**src/rtl/rsa_encrypt_core.sv**
```systemverilog
// Iterative RSA encryption C = M^e mod n using right-to-left square-and-multiply with shift-add modmul.
// Define RSA_EARLY_EXIT_EN to stop once the exponent is exhausted; otherwise every run takes WIDTH iterations.
module rsa_encrypt_core #(
  parameter int WIDTH = 32
) (
  input  logic             clk,
  input  logic             reset,
  input  logic             compute,
  input  logic [WIDTH-1:0] M,
  input  logic [WIDTH-1:0] e,
  input  logic [WIDTH-1:0] n,
  output logic [WIDTH-1:0] C,
  output logic             encrypt_done
);

  localparam int CW = $clog2(WIDTH + 1);

  typedef enum logic [2:0] {IDLE, REDUCE, MULT, UPDATE, DONE} state_t;

  state_t           state_reg, state_next;
  logic [WIDTH-1:0] n_reg, exp_reg, base_reg, result_reg;
  logic [WIDTH-1:0] acc_p_reg, acc_s_reg, mul_sh_reg;
  logic [CW-1:0]    cnt_reg;
  logic [WIDTH-1:0] c_fin;
`ifndef RSA_EARLY_EXIT_EN
  logic [CW-1:0]    iter_reg;
`endif

  // One MSB-first step of interleaved modular multiplication; r and a must already be below nm.
  function automatic logic [WIDTH-1:0] modmul_step(input logic [WIDTH-1:0] r,
                                                   input logic [WIDTH-1:0] a,
                                                   input logic             mbit,
                                                   input logic [WIDTH-1:0] nm);
    logic [WIDTH:0] t;
    logic [WIDTH:0] nn;
    nn = {1'b0, nm};
    t  = {r, 1'b0};
    if (t >= nn) t = t - nn;
    if (mbit) begin
      t = t + {1'b0, a};
      if (t >= nn) t = t - nn;
    end
    return t[WIDTH-1:0];
  endfunction

  always_ff @(posedge clk) begin
    if (reset) state_reg <= IDLE;
    else       state_reg <= state_next;
  end

  always_comb begin
    state_next = state_reg;
    c_fin      = '0;
    case (state_reg)
      IDLE:   if (compute) state_next = REDUCE;
      REDUCE: begin
        if (cnt_reg == '0) begin
`ifdef RSA_EARLY_EXIT_EN
          state_next = (exp_reg == '0) ? DONE : MULT;
`else
          state_next = MULT;
`endif
        end
        c_fin = (n_reg <= WIDTH'(1)) ? '0 : WIDTH'(1);
      end
      MULT:   if (cnt_reg == CW'(1)) state_next = UPDATE;
      UPDATE: begin
`ifdef RSA_EARLY_EXIT_EN
        state_next = ((exp_reg >> 1) == '0) ? DONE : MULT;
`else
        state_next = (iter_reg == CW'(WIDTH - 1)) ? DONE : MULT;
`endif
        if (n_reg > WIDTH'(1)) c_fin = exp_reg[0] ? acc_p_reg : result_reg;
      end
      DONE:   if (!compute) state_next = IDLE;
      default: state_next = IDLE;
    endcase
  end

  always_ff @(posedge clk) begin
    if (reset) begin
      n_reg        <= '0;
      exp_reg      <= '0;
      base_reg     <= '0;
      result_reg   <= '0;
      acc_p_reg    <= '0;
      acc_s_reg    <= '0;
      mul_sh_reg   <= '0;
      cnt_reg      <= '0;
      C            <= '0;
      encrypt_done <= 1'b0;
`ifndef RSA_EARLY_EXIT_EN
      iter_reg     <= '0;
`endif
    end else begin
      encrypt_done <= (state_next == DONE);
      if (state_reg != DONE && state_next == DONE) C <= c_fin;
      case (state_reg)
        IDLE: if (compute) begin
          n_reg      <= n;
          exp_reg    <= e;
          mul_sh_reg <= M;
          acc_p_reg  <= '0;
          cnt_reg    <= CW'(WIDTH);
        end
        REDUCE: begin
          if (cnt_reg != '0) begin
            acc_p_reg  <= modmul_step(acc_p_reg, WIDTH'(1), mul_sh_reg[WIDTH-1], n_reg);
            mul_sh_reg <= mul_sh_reg << 1;
            cnt_reg    <= cnt_reg - CW'(1);
          end else begin
            // base = M mod n is ready; both products in MULT use base as multiplier.
            base_reg   <= acc_p_reg;
            mul_sh_reg <= acc_p_reg;
            result_reg <= WIDTH'(1);
            acc_p_reg  <= '0;
            acc_s_reg  <= '0;
            cnt_reg    <= CW'(WIDTH);
`ifndef RSA_EARLY_EXIT_EN
            iter_reg   <= '0;
`endif
          end
        end
        MULT: begin
          acc_p_reg  <= modmul_step(acc_p_reg, result_reg, mul_sh_reg[WIDTH-1], n_reg);
          acc_s_reg  <= modmul_step(acc_s_reg, base_reg, mul_sh_reg[WIDTH-1], n_reg);
          mul_sh_reg <= mul_sh_reg << 1;
          cnt_reg    <= cnt_reg - CW'(1);
        end
        UPDATE: begin
          if (exp_reg[0]) result_reg <= acc_p_reg;
          base_reg   <= acc_s_reg;
          mul_sh_reg <= acc_s_reg;
          exp_reg    <= exp_reg >> 1;
          acc_p_reg  <= '0;
          acc_s_reg  <= '0;
          cnt_reg    <= CW'(WIDTH);
`ifndef RSA_EARLY_EXIT_EN
          iter_reg   <= iter_reg + CW'(1);
`endif
        end
        default: ;
      endcase
    end
  end

endmodule

```
**config.mk**
```make
export PLATFORM = sky130hd
export DESIGN_NAME = rsa_encrypt_core
export DESIGN_NICKNAME = d
export VERILOG_FILES = /design/src/rtl/rsa_encrypt_core.sv
export SDC_FILE = /design/constraint.sdc
export NUM_CORES = 1
export LEC_CHECK = 0
export CAP_MARGIN = 0
export CORE_ASPECT_RATIO = 1.75
export CORE_MARGIN = 2
export CORE_UTILIZATION = 55
export CTS_CLUSTER_DIAMETER = 60
export DETAILED_ROUTE_END_ITERATION = 8
export PLACE_DENSITY = 0.8
export SETUP_SLACK_MARGIN = 0.02
export SLEW_MARGIN = 20
export SYNTH_ARGS = -nofsm -noshare
export SYNTH_HDL_FRONTEND = slang
export SYNTH_SLANG_ARGS = --single-unit
```
**constraint.sdc**
```tcl
create_clock -name clk -period 7.8 [get_ports clk]
set_input_delay 0.78 -clock clk [delete_from_list [all_inputs] [get_ports clk]]
set_output_delay 0.78 -clock clk [all_outputs]
set_load 0.02 [all_outputs]
```
After elaboration in Yosys (flattened, before gate mapping):

Cells that the tools add are included.

* reduce and logical (&&, ||, !) cells: 13
* add/sub/neg operators: 10
* order comparisons: 7
* mux-type cells: 44
* equal/unequal tests: 10

Operator list (count)
* two-way mux 32 bit: 16
* two-way mux 33 bit: 9
* case mux 32 bit (2 select lines): 4
* case mux 32 bit (4 select lines): 2
* greater-or-equal comparator 33 x 32 -> 1 bit: 5
* case mux 32 bit (3 select lines): 1
* subtractor 32 bit: 3
* adder 33 x 32 -> 33 bit: 2
* subtractor 33 x 32 -> 33 bit: 2
* adder 33 x 1 -> 33 bit (second input constant): 1
* > comparator 32 x 1 -> 1 bit (second input constant): 1
* less-or-equal comparator 32 x 1 -> 1 bit (second input constant): 1
* case mux 6 bit (4 select lines): 1
* two-way mux 6 bit: 3
* two-way mux 3 bit: 5
* case mux 3 bit (5 select lines): 1
* case mux 6 bit (2 select lines): 1
* AND reduction 2 bit: 5
* adder 6 x 1 -> 6 bit (second input constant): 1
* == test 3 x 2 -> 1 bit (second input constant): 2
* == test 3 bit (second input constant): 2
* == test 6 x 1 -> 1 bit (second input constant): 1
* == test 6 x 5 -> 1 bit (second input constant): 1
* logical NOT 6 bit: 1
* other kinds (11): 13

* output and inout bits: 33
* register bits: 272
* word-level logic and storage cells: 96
* input bits: 99

Depth between registers and ports, before layout:

* word-level depth: 11
* gate-level depth with buffers: 40
* mapped depth without buffers: 39

Worst setup path before layout:

Ideal clock, no wire load.

* kind: register -> register
* from: register n_reg[1]
* to: register acc_s_reg[14]
* clock period less this slack: 8.256 ns
* data arrival time: 8.134 ns
* path buffers: 3
* library setup time: 0.122 ns
* cell stages (with the launch flop): 40
* slack: -0.456 ns
* data required time: 7.678 ns
* cell sequence: dfxtp_1 inv_1 ha_1 and2b_1 o21ai_0 a21boi_0 o21ai_0 a21oi_1 o21ai_0 o21ai_1 o21ai_0 o211ai_1 buf_2 clkbuf_1 a21oi_1 ha_1 a21o_1 a21oi_1 [... 4 more ...] a41o_1 a21oi_1 o21ai_0 a21oi_1 xnor2_1 ha_1 nand2_1 nor2_1 nand2_1 nor3_1 o21a_1 o22ai_1 nor4b_2 nor2_1 buf_2 mux2i_1 nor2_1 a221o_1

* cells in the longest elaborated chain, start to end: 9
* elaborated cells between the ends (all ways): 11
* classes of those cells: add/sub: 3; order compare: 2; mux: 6

RTL lines
* start: declaration: line 21 `logic [WIDTH-1:0] n_reg, exp_reg, base_reg, result_reg;`
* start signal: assignment: line 100 `n_reg <= n;`
* subtractor 33 x 32 -> 33 bit / greater-or-equal comparator 33 x 32 -> 1 bit (equally long branches): line 38 `if (t >= nn) t = t - nn;`
* two-way mux 33 bit: line 38
* two-way mux 33 bit: line 98 `case (state_reg)`
* two-way mux 33 bit: line 81 `if (reset) begin`
* adder 33 x 32 -> 33 bit: line 40 `t = t + {1'b0, a};`
* subtractor 32 bit / greater-or-equal comparator 33 x 32 -> 1 bit (equally long branches): line 41 `if (t >= nn) t = t - nn;`
* two-way mux 32 bit: line 41
* two-way mux 32 bit *: line 39 `if (mbit) begin`
* case mux 32 bit (3 select lines) *: line 98
* end signal: assignment: line 126 `acc_s_reg <= modmul_step(acc_s_reg, base_reg, mul_sh_reg[WIDTH-1], n_reg);`
* end: declaration: line 22 `logic [WIDTH-1:0] acc_p_reg, acc_s_reg, mul_sh_reg;`

Mark *: on every way between the ends. The rest lies on a longest branch, timed or not. The select of a mux whose other input is x is not followed.
A chain may end at the register's enable or synchronous reset.

Worst setup path in the final report:

* from: register n_reg[8]
* to: register acc_s_reg[30]

Same word-level chain as after synthesis.

==> results.ini <==
[critical_path]
required_ps = 8300
crit_start = n_reg[8]
slowest_delay_ps = 380
r2r-start = n_reg[8]
cp-start-kind = register
r2r-end = acc_s_reg[30]
cp_max_fo = 11
crit_path_frequent_cell = buf_4
crit_end = acc_s_reg[30]
endpoint_kind = register
cpMaxStageDelayCell = mux2_2
regToRegSetupSlack_ps = 260
path_class = register to register
reg2reg_depth = 41
arrival_ps = 8040

[yosys]
ys_top_cells_by_area = dfxtp_1 22%, ha_1 11%, a21oi_1 8.0%
synth.top_cell.area_share_pct = 22.0
syn_inst = 3261
synthArstFlopShare_pct = 0
synth_nets = 3593
synth-seq-area-share_pct = 22.0
synth_top_cell_by_area = dfxtp_1
synth_common_cells = 393 x a21oi_1, 357 x nand2_1, 323 x nor2_1
ys_ff_latch = 272
netlist_area_um2 = 24700
ys_types = 97
yosys_warnings = 0
synth_edf_count = 0
synth_ff_type = dfxtp_1
avgSynthCellArea_um2 = 7.58
yosysMostFrequentCell = a21oi_1

[sta]
fin_ws_ps = 264
final.period_utilization_pct = 96.6
finalHoldViolCount = 0
drv_slew = 0
period_minus_slack_ps = 7540
slew_headroom_pct = 23.4
rsz0062_at_grt = true
skew_ps = 19.3
max_freq_mhz = 133
setup_viol = 0
worst_slew_pin_slew_ps = 1150

[clock_network]
cts_made_buffers = 31
clock_sinks = 272
path_clk_slew_ps = 60
clk_latency_ps = 620
cts_tree = done
h-tree-depth = 1
clk_path_buf_depth = 3
cts_root_buffer = clkbuf_16
ctsHoldBuffers = 0

[cells_and_area]
layout-drive-gt1-share_pct = 17.6
post-route-util_pct = 69.8
fin_nets = 4028
syn_to_final_growth_pct = 25.2

[routing]
drc_errors = 0
wl_met3_um = 8540
viasPerCell = 6.53
wl_per_cell_um = 23.8
antenna_left = 0
vias = 28000
drtIter0Drc = 2587
drt-met1-wl_um = 34800
wl_met2_um = 48600
wl_um = 102000
first_pass_iters = 7
top_layer = met5

[die]
die_h_um = 284
start_util_pct = 55.8
coreArea_um2 = 44300
ioPinCount = 132
fp-row-count = 102
die_x_um = 164
dieArea_um2 = 46700

[global_routing]
track_usage_pct = 42.3
grt_overflow = 0
grt_max_degree = 123
grt_pass1_wl_um = 154000
grt_pass1_vias = 28200
antenna_found_initial = 4

[place]
port_buffers = 131
dp_hpwl_um = 78100
gp_congestion = 1.12
dp_slack_ps = -310

[min_path]
hold_depth = 2
hp-class = register to register

[outcome]
status = finished, final reports clean

[flow_run]
maxCapViolCount = 0

-- cells by family (layout without fill, tap and decap cells) --
group           count (synthesis)  in the layout  share of synthesized area (%)
fa+ha+maj                     233            233                           12.0
flops                         272            272                           22.0
xor+xnor                      221            221                           7.83
compound gates               1150           1150                           30.7
buf+inv                       279            736                           4.49
simple gates                  984            984                           17.8
mux                           122            122                           5.15
other cells                     0              1                              0
-- layer usage --
| metal | vias to the layer above | GRT usage, % |
|---|---|---|
| met5 | - | 0 |
| met4 | 4 | 36.5 |
| met3 | 579 | 9.31 |
| met2 | 1388 | 71.5 |
| met1 | 13200 | 43.6 |
| li1 | 12900 | - |
-- worst max-delay path: cells and delay by family, from the launching register on --
| family | cells | cell delay (ps) |
|---|---|---|
| multiplexers | 2 | 620 |
| buffers and inverters | 10 | 1560 |
| adder cells (fa/ha/maj) | 3 | 1050 |
| XOR/XNOR | 2 | 350 |
| AND/OR/NAND/NOR | 9 | 980 |
| flip-flops | 1 | 360 |
| AO/OA/AOI/OAI | 15 | 2510 |
-- timing repair --
| item | in CTS | in global routing |
|---|---|---|
| pin swaps | 0 | 34 |
| cloned | 0 | 1 |
| setup buffers | 0 | 17 |
| endpoints found under the setup margin | 32 | 64 |
| resized for setup | 4 | 101 |
-- cell type report --
| class | instances | area [um2] |
|---|---|---|
| diodes | 1 | 2.50 |
| clock buffers | 40 | 850 |
| clock inverters | 15 | 146 |
| fillers | 3679 | 13400 |
| inverters | 114 | 432 |
| multi-input cells | 2710 | 18700 |
| flip-flops and latches | 272 | 5450 |
| well taps | 572 | 716 |
| repair buffers | 567 | 4650 |
-- worst min path at each step --
stage,end,from,slack (ps)
floorplan,exp_reg[10],exp_reg[10],440
global placement,exp_reg[12],exp_reg[12],440
detailed placement,exp_reg[21],exp_reg[21],450
CTS,exp_reg[21],exp_reg[21],460
global route,exp_reg[22],exp_reg[22],480
finish,exp_reg[18],exp_reg[18],460
-- placed cells by master, fill, tap and decap left out, types with 107 or more instances in the layout --
master and n:
ha_1 217, nand2_1 356, a21oi_1 373, o21ai_0 146, a21o_1 109, xnor2_1 151, nor2_1 315, inv_1 107
a22oi_1 108, clkdlybuf4s50_1 130, dfxtp_1 267, buf_4 430
-- metrics by stage --
step / setup TNS, ps / hold slack [ps] / cells / area, um2
3_5_place_dp: -6860 / 447 / 4217 / 29300
4_1_cts: 0 / 456 / 4272 / 30300
5_1_grt: -289 / 478 / 4290 / 30900
6_report: 0 / 458 / 4291 / 30900
2_1_floorplan: 0 / 437 / 3261 / 24800
3_3_place_gp: -6350 / 442 / 4217 / 29300
Power is left out: the tool's default activity adds up to more than one toggle a clock period on the data nets, which glitch-free logic cannot reach.
